--- config.mk ---
export PLATFORM = sky130hd
export DESIGN_NAME = key_debounce_bank
export DESIGN_NICKNAME = d
export VERILOG_FILES = /design/src/rtl/key_pkg.sv /design/src/rtl/key_debounce_ch.sv /design/src/rtl/key_debounce_bank.sv
export SDC_FILE = /design/constraint.sdc
export NUM_CORES = 1
export LEC_CHECK = 0
export BUFFER_PORTS_ARGS = -buffer_cell sky130_fd_sc_hd__buf_4
export CORE_MARGIN = 4
export CORE_UTILIZATION = 62
export DETAILED_ROUTE_END_ITERATION = 12
export PLACE_DENSITY = 0.77
export SYNTH_ARGS = -nofsm -noshare
export SYNTH_HDL_FRONTEND = slang
export SYNTH_SLANG_ARGS = --single-unit
--- constraint.sdc ---
create_clock -name clk -period 2.8 [get_ports clk]
set_input_delay 0.28 -clock clk [delete_from_list [all_inputs] [get_ports clk]]
set_output_delay 0.28 -clock clk [all_outputs]
set_load 0.05 [all_outputs]
--- src/rtl/key_pkg.sv ---
// Shared types and elaboration-time helpers for the key debounce bank.
package key_pkg;

    typedef enum logic [1:0] {
        ST_RELEASED = 2'd0,
        ST_HELD     = 2'd1,
        ST_REPEAT   = 2'd2
    } key_state_e;

    // Counter width able to hold 0..n-1, never narrower than one bit.
    function automatic int cnt_width(input int n);
        return (n <= 2) ? 1 : $clog2(n);
    endfunction

    function automatic int max2(input int a, input int b);
        return (a > b) ? a : b;
    endfunction

    // Pin level seen when the key is not pressed.
    function automatic logic key_released_lvl(input int active_low);
        return (active_low != 0);
    endfunction

endpackage

--- src/rtl/key_debounce_ch.sv ---
// One key channel: 2-flop sync, stability counter, hold/repeat FSM.
// Latency: pin to o_key/o_press_pulse = 2 + STABLE_CYCLES clocks. No backpressure; strobes are 1 cycle.
module key_debounce_ch
    import key_pkg::*;
#(
    parameter int STABLE_CYCLES = 196608,
    parameter int LONG_CYCLES   = 50000000,
    parameter int REPEAT_CYCLES = 10000000,
    parameter int ACTIVE_LOW    = 1
) (
    input  logic i_clk,
    input  logic i_rst,
    input  logic i_key,
    output logic o_key,
    output logic o_pressed,
    output logic o_press_pulse,
    output logic o_release_pulse,
    output logic o_long_pulse
);

    localparam logic REL_LVL = key_released_lvl(ACTIVE_LOW);
    localparam int   SW      = cnt_width(STABLE_CYCLES);
    localparam int   HW      = cnt_width(max2(LONG_CYCLES, REPEAT_CYCLES));

    localparam logic [SW-1:0] STABLE_LAST = SW'(STABLE_CYCLES - 1);
    localparam logic [HW-1:0] LONG_LAST   = HW'(LONG_CYCLES - 1);
    localparam logic [HW-1:0] REP_LAST    = HW'((REPEAT_CYCLES > 0) ? REPEAT_CYCLES - 1 : 0);

    logic          r_sync1;
    logic          r_sync2;
    logic          r_key;
    logic          r_pressed;
    logic [SW-1:0] r_stab_cnt;
    logic          r_press_pulse;
    logic          r_release_pulse;

    key_state_e    r_state;
    logic [HW-1:0] r_hold_cnt;
    logic          r_long_pulse;

    logic w_differ;
    logic w_accept;
    logic w_acc_press;
    logic w_acc_release;

    assign w_differ      = (r_sync2 != r_key);
    assign w_accept      = w_differ && (r_stab_cnt == STABLE_LAST);
    assign w_acc_press   = w_accept && (r_sync2 != REL_LVL);
    assign w_acc_release = w_accept && (r_sync2 == REL_LVL);

    // Sync flops reset to the released level so reset release looks like a fresh edge.
    always_ff @(posedge i_clk) begin
        if (i_rst) begin
            r_sync1         <= REL_LVL;
            r_sync2         <= REL_LVL;
            r_key           <= REL_LVL;
            r_pressed       <= 1'b0;
            r_stab_cnt      <= '0;
            r_press_pulse   <= 1'b0;
            r_release_pulse <= 1'b0;
        end else begin
            r_sync1         <= i_key;
            r_sync2         <= r_sync1;
            r_press_pulse   <= w_acc_press;
            r_release_pulse <= w_acc_release;
            if (!w_differ) begin
                r_stab_cnt <= '0;
            end else if (r_stab_cnt == STABLE_LAST) begin
                r_key      <= r_sync2;
                r_pressed  <= (r_sync2 != REL_LVL);
                r_stab_cnt <= '0;
            end else begin
                r_stab_cnt <= r_stab_cnt + 1'b1;
            end
        end
    end

    // Release is checked first so it beats a long/repeat strobe due on the same edge.
    always_ff @(posedge i_clk) begin
        if (i_rst) begin
            r_state      <= ST_RELEASED;
            r_hold_cnt   <= '0;
            r_long_pulse <= 1'b0;
        end else begin
            r_long_pulse <= 1'b0;
            case (r_state)
                ST_RELEASED: begin
                    r_hold_cnt <= '0;
                    if (w_acc_press) begin
                        r_state <= ST_HELD;
                    end
                end
                ST_HELD: begin
                    if (w_acc_release) begin
                        r_state    <= ST_RELEASED;
                        r_hold_cnt <= '0;
                    end else if (r_hold_cnt == LONG_LAST) begin
                        r_state      <= ST_REPEAT;
                        r_long_pulse <= 1'b1;
                        r_hold_cnt   <= '0;
                    end else begin
                        r_hold_cnt <= r_hold_cnt + 1'b1;
                    end
                end
                ST_REPEAT: begin
                    if (w_acc_release) begin
                        r_state    <= ST_RELEASED;
                        r_hold_cnt <= '0;
                    end else if (REPEAT_CYCLES != 0) begin
                        if (r_hold_cnt == REP_LAST) begin
                            r_long_pulse <= 1'b1;
                            r_hold_cnt   <= '0;
                        end else begin
                            r_hold_cnt <= r_hold_cnt + 1'b1;
                        end
                    end
                end
                default: begin
                    r_state    <= ST_RELEASED;
                    r_hold_cnt <= '0;
                end
            endcase
        end
    end

    assign o_key           = r_key;
    assign o_pressed       = r_pressed;
    assign o_press_pulse   = r_press_pulse;
    assign o_release_pulse = r_release_pulse;
    assign o_long_pulse    = r_long_pulse;

endmodule

--- src/rtl/key_debounce_bank.sv ---
// N independent debounced key channels with press/release/long-press strobes.
// Latency: 2 + STABLE_CYCLES clocks pin to level/strobe. No backpressure; all strobes 1 cycle.
module key_debounce_bank
    import key_pkg::*;
#(
    parameter int N_KEYS        = 8,
    parameter int STABLE_CYCLES = 196608,
    parameter int LONG_CYCLES   = 50000000,
    parameter int REPEAT_CYCLES = 10000000,
    parameter int ACTIVE_LOW    = 1
) (
    input  logic              clk,
    input  logic              rst,
    input  logic [N_KEYS-1:0] key_in,
    output logic [N_KEYS-1:0] key_out,
    output logic [N_KEYS-1:0] pressed,
    output logic [N_KEYS-1:0] press_pulse,
    output logic [N_KEYS-1:0] release_pulse,
    output logic [N_KEYS-1:0] long_pulse
);

    for (genvar g = 0; g < N_KEYS; g++) begin : g_ch
        key_debounce_ch #(
            .STABLE_CYCLES (STABLE_CYCLES),
            .LONG_CYCLES   (LONG_CYCLES),
            .REPEAT_CYCLES (REPEAT_CYCLES),
            .ACTIVE_LOW    (ACTIVE_LOW)
        ) u_ch (
            .i_clk           (clk),
            .i_rst           (rst),
            .i_key           (key_in[g]),
            .o_key           (key_out[g]),
            .o_pressed       (pressed[g]),
            .o_press_pulse   (press_pulse[g]),
            .o_release_pulse (release_pulse[g]),
            .o_long_pulse    (long_pulse[g])
        );
    end

endmodule

==> metrics <==
synth unique cells 71; LEAKAGE 7.01 nW; mux cell area share after synthesis 0; DIE WIDTH around 180 um; #FFs+latches synth between 400 and 500; combinational family with the most area after synthesis simple AND/OR/NAND/NOR gates; DP HPWL 23.5 mm; buffers added on ports 49; Die ar. 0.0337 mm^2; crit-path max cell delay 590 ps; Routed Antenna Nets 0; type of origin of the critical path register; clock-pin slew on the worst setup and hold paths ~60 ps; CP max stage cell or4_4; Crit path required time roughly 3200 ps; CP endpoint kind register; synthesized area per cell a little under 9 um^2; Initial DRC Count approximately 760; status finished clean; CTS H-Tree Depth 2; Crit Path Category register to register; Worst R2R Setup Slack roughly 210 ps; DRT Pass-1 Iters 5; Fill cells ~2,300; max_slew headroom 0.478; global-route usage over all layers 0.207; routed vias 14,700; ant diodes 0; Vias/cell about 5.5; Post-synth EDFFs 0; vias in the first global route ~14,000; fmax roughly 390 MHz; Pwr Total about 12 mW; Area Overhead vs Synth 11.0%; YS warnings 0; hold crit path type input pin to register; setup TNS 0 ps; number of hold buffers added after CTS 8; synthesized netlist cell count about 2,200; synthesized area 0.0191 mm^2; Final min period roughly 2600 ps; largest net degree at the start of global routing between 70 and 80; total gr overflow 0; layout cells sized above 1 0.0786; clk_lat worst skew ~530 ps; Remaining DRCs 0; Starting Density 0.636; Peak VDD IR around 570 uV; Setup violations, final 0; RSZ-0062 raised after global routing no; first-pass GRT wire length 62.0 mm; Main synth FF type dfxtp_1; Post-Syn Nets 2,257; share of synthesized registers carrying an async set or reset 0; Final Max Tran Viols 0; Cell Pwr Density 586 mW/mm^2; WP data arrival between 2000 and 3000 ps; Die Span Y 183 um; Clock Path Buffers 3; area share of the largest cell type after synthesis 0.445; crit-path max FO 26; XOR/XNOR share of the synthesized area 0.146; initial antenna violation count 0; top cells by area, synth dfxtp_1 (44%), nor2_1 (9.1%), xor2_1 (8.8%); total of max-cap violations 0; FP Rows 63; Synth Area in Compound Gates 0.0378; CP cell instances ha_1, or4b_1, or4_4, o31ai_4, nand2_1, nand3_2, nor2_1; I/O pin cnt 50; Worst-Margin Slew 783 ps; Tcrit/Tclk final 0.925; nets around 2,300; post-CTS resize count 0; Core Region 0.0300 mm^2; Root Buffer Master clkbuf_16; cts bufs inserted between 40 and 50; GP Congestion around 0.81; top cell type by total area after synthesis dfxtp_1; skew final approximately 14 ps; TritonCTS clock tree built; post-CTS setup buffers 0; endpoints failing hold 0; clock tree sinks 424; register area share after synthesis 0.445; Routed wire per std cell around 13 um; drt total wl 35.0 mm; simple-gate share of the synthesized area 0.298; adder-cell share of the synthesized area 0.0295
power breakdown:
group / internal (mW) / switching [mW] / leakage [nW] / total (mW)
logic: 0.0368 / 0.0547 / 2.81 / 0.0915
clock network: 3.96 / 2.31 / 0.782 / 6.27
registers: 6.05 / 0.0111 / 3.42 / 6.06
total: 10.0 / 2.37 / 7.01 / 12.4
metrics by stage:
stage               setup slack, ps   util  cells  area (um^2)  hold slack (ps)
finish                          210  0.705   2654        21200              296
global route                   75.3  0.705   2654        21200              329
CTS                             182  0.705   2654        21200              281
detailed placement              197  0.650   2570        19500              397
global placement                346  0.650   2570        19500              391
floorplan                       565      -   2202        19100              384
routing by layer:
metal,wire (um),global-route usage
met4,747,0.0620
met5,0,0
met1,16500,0.265
met3,1190,0.0332
met2,16600,0.361
cell usage after synthesis, types with 5 or more instances:
| library cell | count |
|---|---|
| and3_1 | 53 |
| nor2_1 | 461 |
| nand3_1 | 159 |
| and2_1 | 14 |
| inv_1 | 69 |
| and4_1 | 25 |
| a22oi_1 | 5 |
| buf_6 | 6 |
| nand2_1 | 152 |
| nor4bb_1 | 9 |
| nand4_1 | 73 |
| nor2b_1 | 10 |
| a21oi_1 | 25 |
| clkbuf_1 | 22 |
| or2_2 | 18 |
| nor3b_1 | 8 |
| or3_1 | 15 |
| nor4_1 | 34 |
| nor3_1 | 45 |
| buf_4 | 42 |
| a211o_1 | 5 |
| o21ai_0 | 21 |
| dfxtp_1 | 424 |
| nand3b_1 | 5 |
| xnor2_1 | 127 |
| or4_1 | 7 |
| ha_1 | 45 |
| xor2_1 | 191 |
| buf_2 | 19 |
| nand4b_1 | 11 |
| nand2b_1 | 16 |
| a22o_1 | 5 |
cells in the final DEF (no fill, tap or decap), types with 53 or more instances in the layout:
| cell type | instances |
|---|---|
| nand3_1 | 159 |
| xnor2_1 | 127 |
| nand2_1 | 152 |
| and3_1 | 53 |
| nand4_1 | 73 |
| xor2_1 | 191 |
| buf_4 | 69 |
| nor2_1 | 461 |
| inv_1 | 69 |
| dfxtp_1 | 424 |
registers in the layout, indices dropped and copies added (netlist names):
signal	cells
g_ch.u_ch.r_state	16
g_ch.u_ch.o_long_pulse	8
g_ch.u_ch.o_release_pulse	8
g_ch.u_ch.r_sync2	8
g_ch.u_ch.r_sync1	8
g_ch.u_ch.o_press_pulse	8
g_ch.u_ch.r_hold_cnt	208
g_ch.u_ch.o_key	8
g_ch.u_ch.o_pressed	8
g_ch.u_ch.r_stab_cnt	144
cell families (layout without fill, tap and decap cells):
group | Yosys count | in the layout
compound gates | 104 | 104
xor+xnor | 318 | 318
fa+ha+maj | 45 | 45
buf+inv | 160 | 222
flops | 424 | 424
simple gates | 1151 | 1151
layout make-up:
type | instances | area (um^2) | share of cell area
multi-input cells | 1618 | 9760 | 0.461
repair buffers | 77 | 598 | 0.0282
well taps | 390 | 488 | 0.0230
inverters | 69 | 259 | 0.0122
clock inverters | 12 | 238 | 0.0112
flip-flops and latches | 424 | 8490 | 0.401
clock buffers | 64 | 1350 | 0.0636
final timing paths:
kind                                    startpoint                                endpoint  cells past startpoint
max          g_ch[3].u_ch.r_hold_cnt[0]$_SDFF_PP0_  g_ch[3].u_ch.r_hold_cnt[16]$_SDFF_PP0_                      7
min                                            rst     g_ch[3].u_ch.o_pressed$_SDFFE_PP0N_                      2
max reg2reg  g_ch[3].u_ch.r_hold_cnt[0]$_SDFF_PP0_  g_ch[3].u_ch.r_hold_cnt[16]$_SDFF_PP0_                      7
min reg2reg        g_ch[5].u_ch.r_sync1$_SDFF_PP1_         g_ch[5].u_ch.r_sync2$_SDFF_PP1_                      1
worst max-delay path, delay by kind of cell (launching register included):
family,cells,cell delay [ps]
DFF,1,370
adders and majority gates,1,210
AOI/OAI and AO/OA,1,230
and+or+nand+nor,5,1630
(Power assumes the default switching activity.)
